<file path="src/rtl/serial_add_sequencer.sv">
// Bit-serial adder/subtractor: one full-adder cell (two half adders) is reused
// across all WIDTH bit positions under a start/busy/done handshake.

module half_adder (
  input  logic a_i,
  input  logic b_i,
  output logic s_c,
  output logic c_c
);
  assign s_c = a_i ^ b_i;
  assign c_c = a_i & b_i;
endmodule

module serial_add_sequencer #(
  parameter int unsigned WIDTH = 8
) (
  input  logic             clk,
  input  logic             rst_n,
  input  logic             start,
  input  logic             sub,
  input  logic [WIDTH-1:0] a,
  input  logic [WIDTH-1:0] b,
  output logic             busy,
  output logic             done,
  output logic [WIDTH-1:0] sum,
  output logic             cout
);
  localparam int unsigned CNT_W = (WIDTH > 1) ? $clog2(WIDTH) : 1;
  localparam logic [CNT_W-1:0] CNT_LAST = CNT_W'(WIDTH - 1);

  typedef enum logic [1:0] {S_IDLE, S_RUN, S_DONE} state_e;

  state_e           state_q, state_d;
  logic [WIDTH-1:0] opa_q, opa_d;
  logic [WIDTH-1:0] opb_q, opb_d;
  logic [WIDTH-1:0] res_q, res_d;
  logic [WIDTH-1:0] sum_q, sum_d;
  logic [CNT_W-1:0] cnt_q, cnt_d;
  logic             carry_q, carry_d;
  logic             cout_q, cout_d;
  logic             busy_q, busy_d;
  logic             done_q, done_d;

  logic ha0_s_c, ha0_c_c, ha1_s_c, ha1_c_c, fa_s_c, fa_c_c;

  // Shared full-adder cell: operand LSBs plus the running carry
  half_adder u_ha0 (.a_i(opa_q[0]), .b_i(opb_q[0]), .s_c(ha0_s_c), .c_c(ha0_c_c));
  half_adder u_ha1 (.a_i(ha0_s_c),  .b_i(carry_q),  .s_c(ha1_s_c), .c_c(ha1_c_c));

  assign fa_s_c = ha1_s_c;
  assign fa_c_c = ha0_c_c | ha1_c_c;

  always_ff @(posedge clk or negedge rst_n) begin
    if (!rst_n) begin
      state_q <= S_IDLE;
      opa_q   <= '0;
      opb_q   <= '0;
      res_q   <= '0;
      sum_q   <= '0;
      cnt_q   <= '0;
      carry_q <= 1'b0;
      cout_q  <= 1'b0;
      busy_q  <= 1'b0;
      done_q  <= 1'b0;
    end else begin
      state_q <= state_d;
      opa_q   <= opa_d;
      opb_q   <= opb_d;
      res_q   <= res_d;
      sum_q   <= sum_d;
      cnt_q   <= cnt_d;
      carry_q <= carry_d;
      cout_q  <= cout_d;
      busy_q  <= busy_d;
      done_q  <= done_d;
    end
  end

  always_comb begin
    state_d = state_q;
    opa_d   = opa_q;
    opb_d   = opb_q;
    res_d   = res_q;
    sum_d   = sum_q;
    cnt_d   = cnt_q;
    carry_d = carry_q;
    cout_d  = cout_q;

    case (state_q)
      S_IDLE: begin
        if (start) begin
          // Subtract as a + ~b + 1: invert B and seed the carry with 1
          state_d = S_RUN;
          opa_d   = a;
          opb_d   = sub ? ~b : b;
          carry_d = sub;
          cnt_d   = '0;
          res_d   = '0;
        end
      end
      S_RUN: begin
        res_d   = {fa_s_c, res_q[WIDTH-1:1]};
        carry_d = fa_c_c;
        opa_d   = opa_q >> 1;
        opb_d   = opb_q >> 1;
        if (cnt_q == CNT_LAST) begin
          state_d = S_DONE;
          cnt_d   = '0;
          sum_d   = {fa_s_c, res_q[WIDTH-1:1]};
          cout_d  = fa_c_c;
        end else begin
          cnt_d = cnt_q + CNT_W'(1);
        end
      end
      S_DONE: state_d = S_IDLE;
      default: state_d = S_IDLE;
    endcase

    busy_d = (state_d != S_IDLE);
    done_d = (state_d == S_DONE);
  end

  assign busy = busy_q;
  assign done = done_q;
  assign sum  = sum_q;
  assign cout = cout_q;

endmodule

</file>
<file path="config.mk">
export PLATFORM = sky130hd
export DESIGN_NAME = serial_add_sequencer
export DESIGN_NICKNAME = d
export VERILOG_FILES = /design/src/rtl/serial_add_sequencer.sv
export SDC_FILE = /design/constraint.sdc
export NUM_CORES = 1
export LEC_CHECK = 0
export ABC_AREA = 1
export CAP_MARGIN = 20
export CORE_MARGIN = 2
export CORE_UTILIZATION = 40
export DETAILED_ROUTE_END_ITERATION = 7
export PLACE_DENSITY = 0.66
export RECOVER_POWER = 100
export REMOVE_ABC_BUFFERS = 1
export SLEW_MARGIN = 0
export SYNTH_ARGS = -nofsm -noshare
export SYNTH_HDL_FRONTEND = slang
export SYNTH_SLANG_ARGS = --single-unit
</file>
<file path="constraint.sdc">
create_clock -name clk -period 3.1 [get_ports clk]
set_input_delay 0.62 -clock clk [delete_from_list [all_inputs] [get_ports clk]]
set_output_delay 0.62 -clock clk [all_outputs]
set_load 0.05 [all_outputs]
</file>
==> results of run 1 <==
-- critical path: cells and delay by family --
family | cells | cell delay (ns)
AO/OA/AOI/OAI | 2 | 0.97
buffers and inverters | 2 | 0.91
AND/OR/NAND/NOR | 1 | 0.06
-- power groups by stage --
stage	clock (mW)	combinational [mW]	sequential (mW)
2_1_floorplan	0	0.431	1.07
3_3_place_gp	0	0.904	0.879
3_5_place_dp	0	0.928	0.880
4_1_cts	0.327	0.927	0.873
5_1_grt	0.347	0.989	0.896
6_report	0.317	0.874	0.865
-- worst paths after layout --
path	start	endpoint	depth (start not counted)
max in group asynchronous	rst_n	opb_q[7]	1
setup reg to reg	state_q[0]	sum[3]	5
hold reg to reg	sum[1]	sum[1]	2
setup / recovery	start	res_q[2]	5
hold / removal	rst_n	done	1
min in group clk	sum[1]	sum[1]	2
-- Yosys cell counts (all sizes together) --
cell and count:
inv 25, nand2 119, buf 8, nor2 2, dfrtp 40, o21ai 18, nand3 16, fa 1
ha 2
-- logic make-up (layout without fill, tap and decap cells) --
| family | after synthesis | after routing | synth area share |
|---|---|---|---|
| AOI/OAI and AO/OA | 18 | 18 | 0.05488 |
| adders and majority gates | 3 | 3 | 0.02439 |
| buffers and inverters | 33 | 63 | 0.08536 |
| DFF | 40 | 40 | 0.5420 |
| and+or+nand+nor | 137 | 137 | 0.2934 |
-- sequential cells by signal, summed over array words and instances (netlist names) --
signal   count
cnt_q        3
sum          8
state_q      2
carry_q      1
busy         1
res_q        7
cout         1
opa_q        8
done         1
opb_q        8
-- layer usage --
| metal | share of wire | vias to the layer above |
|---|---|---|
| met5 | 0 | - |
| met4 | 0.014 | 0 |
| met3 | 0.040 | 5 |
| met2 | 0.43 | 29 |
| met1 | 0.51 | 674 |
| li1 | - | 765 |
-- cell type report --
class	count	area [um^2]	area share
clock inverters	1	5.005	0.002265
well taps	52	65.06	0.02945
inverters	25	93.84	0.04247
clock buffers	6	72.57	0.03284
repair buffers	31	302.8	0.1370
multi-input cells	158	669.4	0.3029
flip-flops and latches	40	1001	0.4530
-- through the flow --
step	hold WS (ns)	setup slack (ns)	instance area, um^2	util	std cells
floorplan	0.3244	1.671	1783	-	223
global placement	0.4618	1.093	2151	0.4872	306
detailed placement	0.4653	1.067	2151	0.4872	306
CTS	0.4831	1.032	2228	0.5048	313
global route	0.4973	0.5745	2210	0.5006	313
finish	0.4523	0.7258	2210	0.5006	313
==> impl_metrics.ini, run 1 <==
[status]
outcome = finished clean

[placement]
hpwl_um = 2296
port_buffers = 30
gp_congestion = 0.7345

[cts]
cts_hold_buf = 0
post-cts-setup-buffers = 0
cts_tree = built
clkSinkCount = 40
clkTransAtPathRegs_ns = 0.07
cts_made_buffers = 5
ctsResizeCount = 0
root_buffer = clkbuf_8
clk_latency_ns = 0.28
cts_max_level = 2
cts_max_path_buffers = 2

[grt]
gr-total-overflow = 0
grt_pass1_wl_um = 5989
first_global_vias = 1389
grt.total_usage = 0.1460
use_met2 = 0.2305
grt_antenna_before_repair = 0
use_met1 = 0.1974
top_usage_layer = met2
grt_start_max_net_pins = 41
use_met3 = 0.03056

[yosys]
ys_ff_latch = 40
synthTopCellsByArea = dfrtp_1 (54%), nand2_1 (24%), inv_1 (4.7%)
synth_cells = 231
ys_seq_area_frac = 0.5420
avgSynthCellArea_um2 = 7.995
synth_top_cell_by_area = dfrtp_1
yosys_warnings = 0
netlist_area_um2 = 1847
synth.distinct_cells = 15
synth_top_cell_area_share = 0.5420

[sta]
worstMarginPinSlew_ns = 1.145
setup_viol = 0
max_freq_ghz = 0.4212
hold_viol_final = 0
finClkSkew_ns = 0.005285
fin_crit_sh = 0.7659
grt_setup_unrepaired = no
period_needed_ns = 2.374
maxSlewViolCount = 0
setup_tns_ns = 0
slew_headroom = 0.2315

[layout]
layout_commonest_cell = nand2_1
drive_gt1_frac = 0.03831
diodes = 0
nFillCells = 452
num-nets-final = 284
layout_common_cells = nand2_1 (119), dfrtp_1 (40), inv_1 (23)
area.growth.synth_to_final_pct = 19.65

[worst_setup_path]
critPathArrivalTime_ns = 2.57
cp_cell_sequence = dlygate4sd3_1 > o21ai_1 > buf_4 > nand2_1 > o21ai_0
crit_slowest_cell = o21ai_1
cpPeakStageDelay_ns = 0.90
reg2reg_slack_ns = 0.96
startpoint_type = primary input
crit_required_ns = 3.29
cp_max_fo = 16
critPathCaptureType = register
critical_path_class = in -> reg

[detailed_routing]
vias_per_cell = 4.706
drt_iter0_markers = 130
vias = 1473
drtPass1Iterations = 4
wl_um = 3331
ant_nets = 0
route.detailed.drc = 0
post_drt_wl_per_cell_um = 10.64

[floorplanning]
rows = 24
die_y_um = 71.95
die_x_um = 71.95
initial_core_util = 0.4184
pin_count = 31
die-area_um2 = 5176
core_region_area_um2 = 4414

[worst_hold_path]
hold_class = in -> async

[pwr]
power_mw = 2.055
vdd_drop_max_mv = 0.3543
internal_power_mw = 1.182
switching_share = 0.4248
power_frac_clock = 0.154
sequentialPowerShare = 0.421
power.density_nw_per_um2 = 930.2
p_switching_mw = 0.8731
p_leak_nw = 1.192
share_comb_of_total_power = 0.425

[job]
cap_viol_max_count = 0
(Power assumes the default switching activity.)
==> inputs of run 2 (changes only) <==
--- a/config.mk
+++ b/config.mk
@@ -10,7 +10,7 @@
 export CORE_MARGIN = 2
 export CORE_UTILIZATION = 40
 export DETAILED_ROUTE_END_ITERATION = 7
-export PLACE_DENSITY = 0.66
+export PLACE_DENSITY = 0.68
 export RECOVER_POWER = 100
 export REMOVE_ABC_BUFFERS = 1
 export SLEW_MARGIN = 0
==> constraint.sdc (replaced) <==
create_clock -name clk -period 1.9 [get_ports clk]
set_input_delay 0.38 -clock clk [delete_from_list [all_inputs] [get_ports clk]]
set_output_delay 0.38 -clock clk [all_outputs]
set_load 0.05 [all_outputs]
==> run 2 against run 1 <==
  * Core utilization increased by 1.3 points
  * Clock-buffer cell count unchanged
  * Critical path type is now reg -> out
  * Critical path depth decreased by 4
  * Setup slack got worse by 0.65 ns
  * Global-route usage increased by 0.19 points
  * Flip-flop and latch count unchanged
  * Sequential share of layout area decreased by 1.2 points
  * Via count decreased by 3.3%
  * Wire length decreased by 2.3%
==> impl_metrics.ini, run 2 (synthesis gave the netlist of run 1 again) <==
[detailed_routing]
wl_um = 3256
ant_nets = 0
drtPass1Iterations = 4
post_drt_wl_per_cell_um = 10.21
vias = 1424
wl_met1_um = 1659
vias_per_cell = 4.464
wl_met3_um = 109
wl_met2_um = 1457
drt_iter0_markers = 83
maxUsedRoutingLayer = met4
route.detailed.drc = 0

[cts]
cts_made_buffers = 5
cts_max_level = 2
root_buffer = clkbuf_8
post-cts-setup-buffers = 0
clk_latency_ns = 0.29
cts_max_path_buffers = 2
cts_tree = built
cts_hold_buf = 0
clkSinkCount = 40
clkTransAtPathRegs_ns = 0.08
ctsResizeCount = 0

[layout]
diodes = 0
fin_cells = 319
final_util = 0.5139
layout_commonest_cell = nand2_1
finish.instance_area_um2 = 2268
num-nets-final = 289
area.growth.synth_to_final_pct = 22.83
multi_input_area_um2 = 674.4
seqCellArea_um2 = 1001
layout_common_cells = nand2_1 (119), dfrtp_1 (40), clkdlybuf4s50_1 (28)
drive_gt1_frac = 0.05993
nFillCells = 427

[sta]
worstMarginPinSlew_ns = 0.9666
setup_ws_ns = 0.07852
hold_viol_final = 0
fin_crit_sh = 0.9587
grt_setup_unrepaired = no
period_needed_ns = 1.821
whs_ns = 0.3175
slew_headroom = 0.3556
setup_tns_ns = 0
setup_viol = 0
max_freq_ghz = 0.5490
finClkSkew_ns = 0.005855
maxSlewViolCount = 0

[worst_setup_path]
crit_required_ns = 1.52
r2r_end = opa_q[2]
cp_cell_sequence = clkdlybuf4s50_1
crit_family = buffers and inverters
crit_buf_inv = 1
critPathArrivalTime_ns = 1.44
rr_worst_depth = 4
startpoint_type = register
crit_slowest_cell = clkdlybuf4s50_1
cpPeakStageDelay_ns = 0.80
critical_path_class = reg -> out
cp_max_fo = 2
reg2reg_slack_ns = 0.32
critPathCaptureType = primary output
r2r-start = state_q[0]

[pwr]
power_mw = 3.477
vdd_drop_max_mv = 0.6367
power.density_nw_per_um2 = 1533
p_leak_nw = 1.197

[grt]
first_global_vias = 1341
grt_antenna_before_repair = 0
gr-total-overflow = 0
grt_pass1_wl_um = 5947
grt.total_usage = 0.1478
grt_start_max_net_pins = 41

[placement]
post-place-ws_ns = 0.3133
port_buffers = 30
gp_congestion = 0.7176
dpl_cell_area_um2 = 2198
hpwl_um = 2231
dp.cells = 311

[floorplanning]
die_y_um = 71.95
initial_core_util = 0.4184
die_x_um = 71.95
rows = 24
die-area_um2 = 5176
core_region_area_um2 = 4414
pin_count = 31

[status]
outcome = finished clean

[worst_hold_path]
hold_class = in -> async

[job]
cap_viol_max_count = 0
run 2: cell count changes in the layout (fill, tap and decap cells not counted), moves of 2 or more:
cell / delta
clkbuf_1: +2
clkinvlp_4: +2
clkdlybuf4s50_1: +11
dlygate4sd3_1: -12
nor2_1: -2
nor2_2: +2
run 2: cell type report:
class / count / share of cell area
multi-input combinational: 158 / 0.2973
clock buffer: 6 / 0.03640
inverter: 25 / 0.04137
clock inverter: 2 / 0.006619
tap: 52 / 0.02868
timing repair buffer: 36 / 0.1484
sequential: 40 / 0.4413
run 2: worst max path at each step:
stage,start,end,cells after the start,slack [ns]
after detailed placement,start,opa_q[2],5,0.31
after global placement,start,opa_q[3],5,0.35
after floorplan,state_q[0],cout,5,0.47
final,sum[5],sum[5],1,0.08
after global routing,sum[7],sum[7],1,0.03
after CTS,sum[5],sum[5],1,0.06
run 2: power by group:
group          internal, mW  switching, mW
combinational         0.527          0.971
clock                 0.294          0.290
sequential             1.21          0.185
total                  2.03           1.45
run 2: per-layer routing:
layer | track usage | vias up
li1 | - | 770
met1 | 0.1980 | 628
met2 | 0.2222 | 24
met3 | 0.05139 | 2
met4 | 0.05660 | 0
met5 | 0 | -
==> inputs of run 3 (changes only) <==
--- a/config.mk
+++ b/config.mk
@@ -8,9 +8,9 @@
 export ABC_AREA = 1
 export CAP_MARGIN = 20
 export CORE_MARGIN = 2
-export CORE_UTILIZATION = 40
+export CORE_UTILIZATION = 47
 export DETAILED_ROUTE_END_ITERATION = 7
-export PLACE_DENSITY = 0.68
+export PLACE_DENSITY = 0.78
 export RECOVER_POWER = 100
 export REMOVE_ABC_BUFFERS = 1
 export SLEW_MARGIN = 0
==> run 3 against run 2 <==
  * Critical path depth unchanged
  * Sequential power about the same
  * Via count up 4.5%
  * Register-to-register slack worse by 0.12 ns
  * Design area about the same
  * Clock skew down 0.0013 ns
  * Combinational power about the same
  * Critical path type unchanged
  * Highest routed layer unchanged
==> impl_metrics.ini, run 3 (synthesis gave the netlist of run 1 again) <==
[layout]
seqCellArea_um2 = 1001
diodes = 0
multi_input_area_um2 = 671.9
drive_gt1_frac = 0.05618
finish.instance_area_um2 = 2267
area.growth.synth_to_final_pct = 22.76
layout_commonest_cell = nand2_1
fin_cells = 315
num-nets-final = 289
nFillCells = 364
layout_common_cells = nand2_1 (119), dfrtp_1 (40), clkdlybuf4s50_1 (29)

[grt]
grt.total_usage = 0.1741
grt_start_max_net_pins = 36
gr-total-overflow = 0
first_global_vias = 1338
grt_pass1_wl_um = 5858
grt_antenna_before_repair = 0

[worst_setup_path]
crit_buf_inv = 1
crit_required_ns = 1.52
critical_path_class = reg -> out
critPathLaunch = sum[3]
cp_max_fo = 2
critPathCaptureType = primary output
r2r_end = opb_q[4]
cp_cell_sequence = clkdlybuf4s50_1
cpPeakStageDelay_ns = 0.80
r2r-start = state_q[0]
reg2reg_slack_ns = 0.20
crit_family = buffers and inverters
rr_worst_depth = 4
crit_slowest_cell = clkdlybuf4s50_1
startpoint_type = register
critPathArrivalTime_ns = 1.45

[floorplanning]
rows = 22
core_region_area_um2 = 3716
die_y_um = 66.69
initial_core_util = 0.4970
die_x_um = 66.69
die-area_um2 = 4447
pin_count = 31

[sta]
setup_tns_ns = 0
finClkSkew_ns = 0.004507
slew_headroom = 0.4257
period_needed_ns = 1.825
max_freq_ghz = 0.5478
fin_crit_sh = 0.9607
grt_setup_unrepaired = no
setup_ws_ns = 0.07461
setup_viol = 0
hold_viol_final = 0
worstMarginPinSlew_ns = 0.8614
maxSlewViolCount = 0

[cts]
cts_max_level = 2
cts_made_buffers = 5
clk_latency_ns = 0.29
root_buffer = clkbuf_8
clkSinkCount = 40
ctsResizeCount = 0
clkTransAtPathRegs_ns = 0.08
cts_hold_buf = 0
cts_tree = built
cts_max_path_buffers = 2
post-cts-setup-buffers = 0

[placement]
dp.cells = 307
dpl_cell_area_um2 = 2183
post-place-ws_ns = 0.2528
port_buffers = 30
hpwl_um = 2370
gp_congestion = 0.7535

[detailed_routing]
ant_nets = 0
drtPass1Iterations = 4
vias_per_cell = 4.724
wl_um = 3378
post_drt_wl_per_cell_um = 10.72
vias = 1488
route.detailed.drc = 0
drt_iter0_markers = 80

[pwr]
power_mw = 3.585
p_leak_nw = 1.208
sequentialPowerShare = 0.398
vdd_drop_max_mv = 0.7976
internal_power_mw = 2.125
power.density_nw_per_um2 = 1581
share_comb_of_total_power = 0.414
switching_share = 0.4074
power_frac_clock = 0.188
p_switching_mw = 1.461

[job]
cap_viol_max_count = 0

[worst_hold_path]
hold_class = in -> async

[status]
outcome = finished clean
run 3: changes by cell type in the layout (fill, tap and decap cells not counted), sizes merged:
cell	change
bufinv	+1
clkinvlp	-2
clkdlybuf4s50	+1
clkbuf	-1
clkinv	+1
run 3: how the worst max path moves through the flow:
stage,end,depth (start not counted),slack [ns]
after floorplan,cout,5,0.47
after global placement,opb_q[0],5,0.29
after detailed placement,res_q[2],5,0.25
after CTS,sum[5],1,0.07
after global routing,sum[0],1,0.02
final,sum[3],1,0.07
run 3: per-stage QoR:
stage	util	hold slack (ns)
final	0.6101	0.1904
after global routing	0.6101	0.2602
after CTS	0.6165	0.1846
after detailed placement	0.5875	0.4631
after global placement	0.5875	0.4593
after floorplan	-	0.08441
run 3: cell type report:
type | instances | share of cell area
clock buffers | 6 | 0.03201
clock inverters | 2 | 0.01545
inverters | 25 | 0.04139
multi-input cells | 158 | 0.2964
flip-flops and latches | 40 | 0.4415
well taps | 48 | 0.02649
repair buffers | 36 | 0.1468
run 3: power groups by stage:
stage	Clock, mW	Combinational, mW	Sequential [mW]
finish	0.675	1.48	1.43
CTS	0.682	1.54	1.43
floorplan	0	0.703	1.75
global route	0.722	1.67	1.48
detailed placement	0	1.54	1.44
global placement	0	1.50	1.43
run 3: per-layer routing:
layer  track usage  part of all wire
met1        0.2309              0.48
met2        0.2900              0.47
met3       0.04223             0.042
met4       0.03827            0.0095
met5             0                 0
==> patch 1, RTL diff (config.mk and constraints of run 3) <==
Add an input register stage for `start`, `sub`, `a` and `b`, with the module's reset; this delays them by one clock.
--- a/src/rtl/serial_add_sequencer.sv
+++ b/src/rtl/serial_add_sequencer.sv
@@ -31,2 +31,21 @@
   typedef enum logic [1:0] {S_IDLE, S_RUN, S_DONE} state_e;
+
+  logic start_q;
+  logic sub_q;
+  logic [WIDTH-1:0] a_q;
+  logic [WIDTH-1:0] b_q;
+
+  always_ff @(posedge clk or negedge rst_n) begin
+    if (!rst_n) begin
+      start_q <= '0;
+      sub_q   <= '0;
+      a_q     <= '0;
+      b_q     <= '0;
+    end else begin
+      start_q <= start;
+      sub_q   <= sub;
+      a_q     <= a;
+      b_q     <= b;
+    end
+  end
 
@@ -90,8 +109,8 @@
       S_IDLE: begin
-        if (start) begin
+        if (start_q) begin
           // Subtract as a + ~b + 1: invert B and seed the carry with 1
           state_d = S_RUN;
-          opa_d   = a;
-          opb_d   = sub ? ~b : b;
-          carry_d = sub;
+          opa_d   = a_q;
+          opb_d   = sub_q ? ~b_q : b_q;
+          carry_d = sub_q;
           cnt_d   = '0;
Behaviour: not the same (Yosys sat finds a counterexample within 4 cycles, from zero or initial values and one cycle with rst_n low).
==> patch 1 against run 3 <==
Cell area is 22% higher; utilization is 2.3 points lower; power is 11% higher; largest cell class unchanged; sequential cell count is 18 higher; largest power group is now sequential cells; routed wire length is 9.2% higher; setup slack worse by 0.025 ns; combinational power is 14% lower; clock skew is 0.0023 ns higher; synthesized area is 25% higher.
==> patch 1: results (changes against run 3) <==
* Clock buffers at 10 (was 6)
* Final HPWL DP at 2420 um (was 2370 um)
* Cell area after layout at 2770 um2 (was 2270 um2)
* Inverters at 24 (was 25)
* H-tree depth at 3 (was 2)
* Vias per inst at 4.54 (was 4.72)
* First DRT Iteration DRCs at 69 (was 80)
* CTS clk-pin slew, worst paths at 0.06 ns (was 0.08 ns)
* Worst-Margin Slew at 1.16 ns (was 0.861 ns)
* Global-route wire length before repair at 6670 um (was 5860 um)
* Global-route usage over all layers at 0.168 (was 0.174)
* Seq area share at 0.523 (was 0.442)
* Non-clock buffer share at 0.115 (was 0.147)
* Sequential share of the synthesized area at 0.631 (was 0.542)
* Top cells by area, synth: dfrtp_1 (63%), nand2_1 (19%), inv_1 (3.6%) (was dfrtp_1 (54%), nand2_1 (24%), inv_1 (4.7%))
* Non-Clock Buffer Count at 35 (was 36)
* Routed WL per cell at 10.4 um (was 10.7 um)
* Worst vdd ir at 0.000745 V (was 0.000798 V)
* HP Class: flip-flop to flip-flop (was primary input to asynchronous set/reset pin)
* DRT Wirelength at 3690 um (was 3380 um)
* Max Fclk at 0.540 GHz (was 0.548 GHz)
* Largest net degree at the start of global routing at 28 (was 36)
* DRT Pass-1 Iters at 5 (was 4)
* Most frequent cells after synthesis: nand2_1 (117), dfrtp_1 (58), inv_1 (22), nand3_1 (16), o21ai_0 (16) (was nand2_1 (118), dfrtp_1 (40), inv_1 (23), nand3_1 (16), o21ai_1 (10))
* Run status: finished clean (unchanged)
[patch 1: kinds of logic after synthesis]
group	Yosys count	share of synthesized area
DFF	58	0.631
and+or+nand+nor	136	0.234
AOI/OAI and AO/OA	17	0.0419
buffers and inverters	32	0.0701
adders and majority gates	3	0.0196
xor gates and xnor gates	1	0.00381
[patch 1: routing by layer]
metal / GRT usage / up-vias / part of all wire
li1: - / 827 / -
met1: 0.207 / 739 / 0.46
met2: 0.251 / 43 / 0.46
met3: 0.0786 / 4 / 0.062
met4: 0.0848 / 0 / 0.016
met5: 0 / - / 0
[patch 1: power by group]
group / internal, mW / switching, mW / leakage [nW]
registers: 1.59 / 0.199 / 0.727
clock network: 0.483 / 0.439 / 0.0875
logic: 0.413 / 0.860 / 0.623
[patch 1: repair_timing]
| item | in CTS | in global routing |
|---|---|---|
| endpoints found under the setup margin | 0 | 6 |
| hold buffers | 1 | 0 |
| resized for setup | 0 | 6 |
| hold endpoints to repair | 9 | 0 |
==> patch 2, RTL diff (settings of run 3) <==
Without the edit above. `WIDTH`: 8 -> 16.
--- a/src/rtl/serial_add_sequencer.sv
+++ b/src/rtl/serial_add_sequencer.sv
@@ -14,3 +14,3 @@
 module serial_add_sequencer #(
-  parameter int unsigned WIDTH = 8
+  parameter int unsigned WIDTH = 16
 ) (
Interface: changed (resized a, b and sum); port bits go from 31 to 55. No check against the original RTL was run, so the function may have changed too.
==> patch 2 against run 3 <==
Setup slack got worse by 0.014 ns; combinational power up 59%; synthesized area increased by 85%; routed wire length up 110%; sequential cell count rose by 33; cell area increased by 81%; critical path type unchanged; power grew 76%; non-clock buffer count rose by 22.
==> patch 2: results (changes against run 3) <==
* Non-Clock Buffer Count at 58 (was 36)
* Vias per inst at 4.76 (was 4.72)
* Compound-cell area share of the yosys netlist at 0.0561 (was 0.0549)
* Global-route usage over all layers at 0.196 (was 0.174)
* Library cells used by synthesis at 24 (was 15)
* Fraction of layout cells with a size suffix above 1 at 0.0607 (was 0.0562)
* Multi-input combinational area share at 0.321 (was 0.296)
* Gpl congestion at 0.735 (was 0.754)
* Slew margin rel. at 0.367 (was 0.426)
* Post-CTS Resized at 3 (was 0)
* Non-clock buffer share at 0.116 (was 0.147)
* Placed cell area at 4010 um2 (was 2180 um2)
* Mapped Cells at 441 (was 231)
* Worst vdd ir at 0.000439 V (was 0.000798 V)
* Seq area share at 0.446 (was 0.442)
* Fillcell total at 690 (was 364)
* Run status: finished clean (unchanged)
* Pleak at 2.08 nW (was 1.21 nW)
* Post-synthesis xor/xnor area fraction at 0.00513 (was 0)
* Final Skew at 0.0138 ns (was 0.00451 ns)
* H-tree depth at 3 (was 2)
* Reg-to-reg setup timing slack at 0.26 ns (was 0.20 ns)
* Final HPWL DP at 4450 um (was 2370 um)
* Multi-input gates at 313 (was 158)
* Global-route wire length before repair at 11900 um (was 5860 um)
* Most frequent cells after synthesis: nand2_1 (248), dfrtp_1 (73), o21ai_0 (31), inv_1 (29), nand3_1 (18) (was nand2_1 (118), dfrtp_1 (40), inv_1 (23), nand3_1 (16), o21ai_1 (10))
* Metal1 wirelength at 3120 um (was 1620 um)
* Final setup margin at 0.0606 ns (was 0.0746 ns)
* Power per cell area at 1540 nW/um2 (was 1580 nW/um2)
* FP Rows at 31 (was 22)
* Area share of fa/ha/maj cells after synthesis at 0.00953 (was 0.0244)
* Buffers on Ports at 54 (was 30)
* Total number of vias at 2823 (was 1488)
==> patch 2: changes by cell type after synthesis, moves of 2 or more <==
cell and change:
buf_2 +10, clkbuf_2 +2, dfrtp_1 +33, inv_1 +6
inv_2 +3, nand2_1 +130, nand3_1 +2, o21ai_0 +24
o21ai_1 -6, xnor2_1 +2
==> patch 2: path summary, 6_finish.rpt <==
path | from | endpoint | cells past startpoint
max in group asynchronous | rst_n | opa_q[5]$_DFFE_PN0P_ | 2
min in group clk | res_q[12]$_DFFE_PN0P_ | sum[11]$_DFFE_PN0P_ | 2
setup / recovery | done$_DFF_PN0_ | done | 1
hold / removal | rst_n | opb_q[14]$_DFFE_PN0P_ | 1
hold reg to reg | res_q[12]$_DFFE_PN0P_ | sum[11]$_DFFE_PN0P_ | 2
setup reg to reg | cnt_q[0]$_DFFE_PN0P_ | cout$_DFFE_PN0P_ | 5
==> patch 2: power breakdown <==
part	switching, mW	internal (mW)
clock	0.605	0.777
combinational	1.70	0.667
sequential	0.381	2.20
total	2.68	3.64
